### config.mk
export PLATFORM = sky130hd
export DESIGN_NAME = fifo_wr_arbiter
export DESIGN_NICKNAME = d
export VERILOG_FILES = /design/src/rtl/fifo_wr_arbiter.sv
export SDC_FILE = /design/constraint.sdc
export NUM_CORES = 1
export LEC_CHECK = 0
export CAP_MARGIN = 20
export CORE_MARGIN = 2
export CORE_UTILIZATION = 30
export DETAILED_ROUTE_END_ITERATION = 10
export DONT_BUFFER_PORTS = 1
export SYNTH_ARGS = -nofsm -noshare
export SYNTH_HDL_FRONTEND = slang
export SYNTH_SLANG_ARGS = --single-unit
### constraint.sdc
create_clock -name wclk -period 4.6 [get_ports wclk]
set_clock_uncertainty 0.05 [all_clocks]
set_input_delay 0.23 -clock wclk [delete_from_list [all_inputs] [get_ports wclk]]
set_output_delay 0.23 -clock wclk [all_outputs]
set_load 0.01 [all_outputs]
### src/rtl/fifo_wr_arbiter.sv
// fifo_wr_arbiter: round-robin write arbiter for the FIFO write port.
// Several requesters compete for the single FIFO write port. In IDLE the
// grant rotates round-robin from rr_ptr. A beat is written only when the
// grant is valid and the FIFO is not full. The grant, write enable, ready
// and data outputs are combinational from the current state and inputs.
//
// Optional feature: define FIFO_WR_ARB_PKT_LOCK_EN to enable packet locking.
// A non-last beat then locks the grant to its requester until that
// requester's last beat, so packets are never interleaved in the FIFO. In
// the default build LOCKED is never entered, locked is tied 0, and req_last
// has no effect on arbitration.
//
// Ports:
//   wclk       write-domain clock
//   wrst_n     asynchronous active-low reset; forces all outputs to 0
//   req_valid  per-requester beat valid                     [NREQ]
//   req_data   per-requester data, requester i at [i*DSIZE +: DSIZE]
//   req_last   per-requester end-of-packet marker           [NREQ]
//   req_ready  per-requester beat accepted this cycle       [NREQ]
//   wfull      registered FIFO full flag
//   win        FIFO write enable
//   wdata      FIFO write data                              [DSIZE]
//   gnt_id     granted requester index, 0 when nothing is granted
//   gnt_valid  a requester is granted this cycle
//   locked     arbiter is holding a packet lock
module fifo_wr_arbiter #(
  parameter int unsigned NREQ  = 4,
  parameter int unsigned DSIZE = 8
) (
  input  logic                  wclk,
  input  logic                  wrst_n,
  input  logic [NREQ-1:0]       req_valid,
  input  logic [NREQ*DSIZE-1:0] req_data,
  input  logic [NREQ-1:0]       req_last,
  output logic [NREQ-1:0]       req_ready,
  input  logic                  wfull,
  output logic                  win,
  output logic [DSIZE-1:0]      wdata,
  output logic [2:0]            gnt_id,
  output logic                  gnt_valid,
  output logic                  locked
);

  localparam int unsigned IDW = 3;
  localparam int unsigned IW  = (NREQ > 1) ? $clog2(NREQ) : 1;

  typedef enum logic {
    IDLE   = 1'b0,
    LOCKED = 1'b1
  } state_t;

  state_t           state;
  logic [IDW-1:0]   rr_ptr;
  logic [IDW-1:0]   lock_id;

  logic [DSIZE-1:0] data_arr [NREQ];
  logic [IDW-1:0]   sel_id;
  logic             sel_valid;
  int unsigned      pos;
  logic             xfer;
  logic             gnt_last;
  logic [IDW-1:0]   next_ptr;

  // Unpack the flat data bus into one word per requester.
  for (genvar i = 0; i < NREQ; i++) begin : g_data
    assign data_arr[i] = req_data[i*DSIZE +: DSIZE];
  end

  // Grant selection: the lock holder when locked, else the first valid
  // requester found scanning upward from rr_ptr with wrap-around.
  always_comb begin
    sel_id    = '0;
    sel_valid = 1'b0;
    pos       = 0;
    if (state == LOCKED) begin
      sel_id    = lock_id;
      sel_valid = req_valid[IW'(lock_id)];
    end else begin
      for (int unsigned k = 0; k < NREQ; k++) begin
        pos = 32'(rr_ptr) + k;
        if (pos >= NREQ) pos = pos - NREQ;
        if (!sel_valid && req_valid[IW'(pos)]) begin
          sel_valid = 1'b1;
          sel_id    = IDW'(pos);
        end
      end
    end
  end

  // Reset gates every output so nothing leaks through while wrst_n is low.
  assign gnt_valid = wrst_n & sel_valid;
  assign gnt_id    = gnt_valid ? sel_id : '0;
  assign wdata     = gnt_valid ? data_arr[IW'(sel_id)] : '0;
  assign xfer      = gnt_valid & ~wfull;
  assign win       = xfer;

  for (genvar i = 0; i < NREQ; i++) begin : g_ready
    assign req_ready[i] = xfer & (sel_id == IDW'(i));
  end

  assign gnt_last = req_last[IW'(sel_id)];
  assign next_ptr = (sel_id == IDW'(NREQ - 1)) ? '0 : sel_id + IDW'(1);

  // Arbitration state: only a completed transfer moves rr_ptr or the FSM.
  always_ff @(posedge wclk or negedge wrst_n) begin
    if (!wrst_n) begin
      state   <= IDLE;
      rr_ptr  <= '0;
      lock_id <= '0;
    end else if (xfer) begin
      if (state == LOCKED) begin
        if (gnt_last) begin
          state  <= IDLE;
          rr_ptr <= next_ptr;
        end
      end else begin
`ifdef FIFO_WR_ARB_PKT_LOCK_EN
        if (!gnt_last) begin
          state   <= LOCKED;
          lock_id <= sel_id;
        end else
`endif
        rr_ptr <= next_ptr;
      end
    end
  end

`ifdef FIFO_WR_ARB_PKT_LOCK_EN
  assign locked = wrst_n & (state == LOCKED);
`else
  assign locked = 1'b0;
`endif

endmodule

==> run summary <==
The flow ran to the end, and the final reports show no timing, DRC or antenna violations. The tool flagged a number of max-cap violations equal to 0. Overall power consumption after layout is estimated at 839.7 uW. The startpoint identified for the worst register-to-register timing path is rr_ptr[0]$_DFFE_PN0P_.

STA classifies the critical path startpoint as a register. The number of distinct library cell variants in the gate-level netlist after synthesis was 44; the share of flip-flops with an asynchronous set or reset was 100.0%. Yosys mapped a number of flops with a built-in enable equal to 0. The wire length per cell after detailed routing was 17.63 um; the number of cells traversed by the worst register-to-register path was 9. The total area inside the core boundary comes to 3363 um2. The highest metal layer used by the detailed router is met4.

The net total in the final layout was 164. Summed over all failing endpoints, the final setup total negative slack is 0 ns. The floorplan row count was 21.

Capturing instance or port of the critical path: req_ready[3]. H-tree depth reported by CTS: 1. Gates resized during post-CTS repair numbered 0. The wire-length estimate of the detail-placed layout is 2283 um.

The worst path in the final design needs a cycle of 4.072 ns, including I/O delays and setup. The first-pass GRT wire length was 4416 um; the total of buffers placed on input and output ports was 0. The library cell used as clock root buffer was sky130_fd_sc_hd__clkbuf_4. The count of antenna-violating nets left after detailed routing is 0, and the netlist area before placement is 1066 um2. The largest single stage delay on the critical path is 0.77 ns. TritonCTS built the clock tree. Power spread over the standard cell area amounts to 754.9 nW/um2. For the pin with the worst max-slew slack, the measured transition is 0.9863 ns. The tightest min-delay check is of the in2async type. The signal on the critical path passes through inv_1 > ha_1 > mux2i_1 > a32oi_1 > o21ai_0 > a31oi_1 > nor2b_1 > buf_4 > and3_1. The tools report the total CTS buffers as 3.

The total inserted antenna cells was 0. In the routed design, unresolved DRC markers number 0. The via count of the first global-routing pass is 889.

Setup violations remaining at the end of the flow were counted as 0. The logs give 2803 um for the final wirelength and 4046 um2 for the area of the die. The tools report the worst setup slack after placement as 0.7592 ns. Based on the critical path, the design can be clocked at up to 0.2456 GHz. 61 I/O pins were placed. Measured along the y axis, the die boundary spans 63.61 um.

Dividing the detail-routed via count by the number of cells gives 5.824. Broken down by cell family, the worst path's largest delay share belongs to compound AO/OA/AOI/OAI gates. IR analysis of the VDD net gives a maximum drop of 0.0001968 V.

The tools report the setup slack of the worst register-to-register path as 0.79 ns. The library cell used most frequently in the layout, excluding fill and tap cells, is sky130_fd_sc_hd__mux4_2. Capture instance of the worst register-to-register path: rr_ptr[1]$_DFFE_PN0P_. The timing startpoint of the critical path was rr_ptr[0]$_DFFE_PN0P_. Data arrives at the worst endpoint at 3.79 ns.

For this configuration, the core starts out at a cell density of 31.70%. The slowest stage of the critical path belongs to the cell sky130_fd_sc_hd__a31oi_1. At the end of routability-driven placement, the weighted congestion stood at 0.7953.

After detailed routing, the met3 layer carries 63 um of wire. Via count of the routed design: 926. The kind of critical path is reg2out. For the number of antenna violations at the first check in global routing, the log shows 0.

The worst setup slack after layout was 0.5285 ns. Counting every instance in the synthesized netlist gives 117. For this design the static power due to leakage is 0.0004400 uW. The run gives 166 as the synthesized netlist net count. For this block, the initial DRC count from the detailed router was 29. The total count of hold-check failures in the final report came out at 0. Setup repair after global routing left no endpoint under its margin.

After detailed routing, the wire length on met1 is 1102 um. The growth of design area from synthesis to finish works out to 4.343%. The first detailed-routing pass took 4 iterations. In the layout the commonest cells are sky130_fd_sc_hd__mux4_2, sky130_fd_sc_hd__and2_1, sky130_fd_sc_hd__nor2_1, sky130_fd_sc_hd__nand2_1. The critical path runs through a total of 9 cells. The number of buffer and inverter stages on the critical path works out to 2. STA classifies the critical path endpoint as a primary output. The share of cells above drive strength 1 is 21.24%, and the total clock sinks is 4.

For the worst setup path, the data required time is 4.32 ns. The synthesis-stage register bit count was 4; the clock edge transition at the registers on the reported setup and hold paths was 0.04 ns. The Yosys step of the flow raised 3 warnings.

In the global route stage, overall resource usage came out at 13.72%. In this run the worst path has a maximum fanout of 17. In the detailed route, the total length drawn on met2 is 1568 um. The pin count of the biggest net entering global routing is 18, and the x dimension of the die is 63.61 um. On the final layout, the worst hold slack is 0.2164 ns. The post-CTS setup buffer count is 0.

For the final max-slew violation count, the log shows 0. The final critical path takes up 88.51% of the cycle. Sequential elements use 9.390% of the synthesized area. Headroom to the max-slew limit came out at 33.94%. The worst-case clock buffer depth is 2, and the overall overflow remaining after global route is 0. Clock latency on the worst-skew pair, taken at its later pin, is 0.24 ns. In this run the mean area of a mapped cell was 9.111 um2. For this run, the leading register cell type out of synthesis is sky130_fd_sc_hd__dfrtp_1.
## cell type report
| type | instances | area [um2] |
|---|---|---|
| Fill cell | 376 | 2251 |
| Multi-Input combinational cell | 97 | 884.6 |
| Sequential cell | 4 | 100.1 |
| Tap cell | 46 | 57.56 |
| Timing Repair Buffer | 3 | 25.02 |
| Clock buffer | 3 | 22.52 |
| Inverter | 6 | 22.52 |
## cells by family (layout without fill, tap and decap cells)
| kind of cell | Yosys count | count (layout) | share of synthesized area, % |
|---|---|---|---|
| other | 1 | 1 | 0.3518 |
| AO/OA/AOI/OAI | 26 | 26 | 20.31 |
| buffers and inverters | 16 | 12 | 7.628 |
| adder cells (fa/ha/maj) | 6 | 6 | 7.042 |
| flip-flops | 4 | 4 | 9.390 |
| AND/OR/NAND/NOR | 44 | 44 | 23.59 |
| multiplexers | 20 | 20 | 31.69 |
## registers in the layout (all words and copies together) (netlist names)
signal,flops
rr_ptr,3
state,1
## power by group
part           switching, uW  leakage [uW]  total [uW]  internal [uW]
logic                    369      0.000375         717            348
registers               33.7     0.0000511        78.9           45.1
clock network           14.5     0.0000138        43.7           29.2
## how the worst min path moves through the flow
stage | start | to | slack (ns) | cells after the start
finish | wrst_n | rr_ptr[1]$_DFFE_PN0P_ | 0.22 | 1
global route | wrst_n | rr_ptr[0]$_DFFE_PN0P_ | 0.23 | 1
CTS | wrst_n | rr_ptr[1]$_DFFE_PN0P_ | 0.21 | 1
detailed placement | wrst_n | state$_DFFE_PN0P_ | -0.12 | 0
global placement | wrst_n | rr_ptr[2]$_DFFE_PN0P_ | -0.12 | 0
floorplan | wrst_n | rr_ptr[0]$_DFFE_PN0P_ | -0.12 | 0
## stage by stage
| step | cell area [um2] | std cells | util [%] |
|---|---|---|---|
| after global placement | 1080 | 155 | 32.11 |
| after CTS | 1112 | 159 | 33.07 |
| after detailed placement | 1080 | 155 | 32.11 |
| after global routing | 1112 | 159 | 33.07 |
| final | 1112 | 159 | 33.07 |
| after floorplan | 1066 | 117 | - |
## synth_stat cells, types with 2 or more instances
cell type	n	area (um2)
sky130_fd_sc_hd__mux2_2	2	22.52
sky130_fd_sc_hd__inv_1	6	22.52
sky130_fd_sc_hd__and3_1	5	31.28
sky130_fd_sc_hd__nand2_1	7	26.28
sky130_fd_sc_hd__mux2i_1	5	50.05
sky130_fd_sc_hd__and2_1	9	56.30
sky130_fd_sc_hd__o21ai_0	3	15.01
sky130_fd_sc_hd__or2_1	2	12.51
sky130_fd_sc_hd__a211oi_1	3	22.52
sky130_fd_sc_hd__mux4_2	10	225.2
sky130_fd_sc_hd__o211ai_1	2	15.01
sky130_fd_sc_hd__nor2b_1	5	31.28
sky130_fd_sc_hd__a21oi_1	3	15.01
sky130_fd_sc_hd__nand2b_1	2	12.51
sky130_fd_sc_hd__buf_2	5	25.02
sky130_fd_sc_hd__ha_1	6	75.07
sky130_fd_sc_hd__buf_4	2	15.01
sky130_fd_sc_hd__dfrtp_1	4	100.1
sky130_fd_sc_hd__nor2_1	7	26.28
sky130_fd_sc_hd__clkbuf_1	2	7.510
sky130_fd_sc_hd__a32oi_1	2	17.52
sky130_fd_sc_hd__a21o_1	3	22.52
## what timing repair did
item	in CTS	in global routing
hold endpoints to repair	4	0
hold buffers	1	0
setup endpoints to repair	0	0
## layer usage
layer / track usage (%) / vias to the layer above
met5: 0 / -
met4: 6.522 / 0
met3: 1.607 / 5
met2: 23.55 / 18
met1: 16.98 / 471
li1: - / 432
Note: power is estimated with default switching activity, not from simulation.
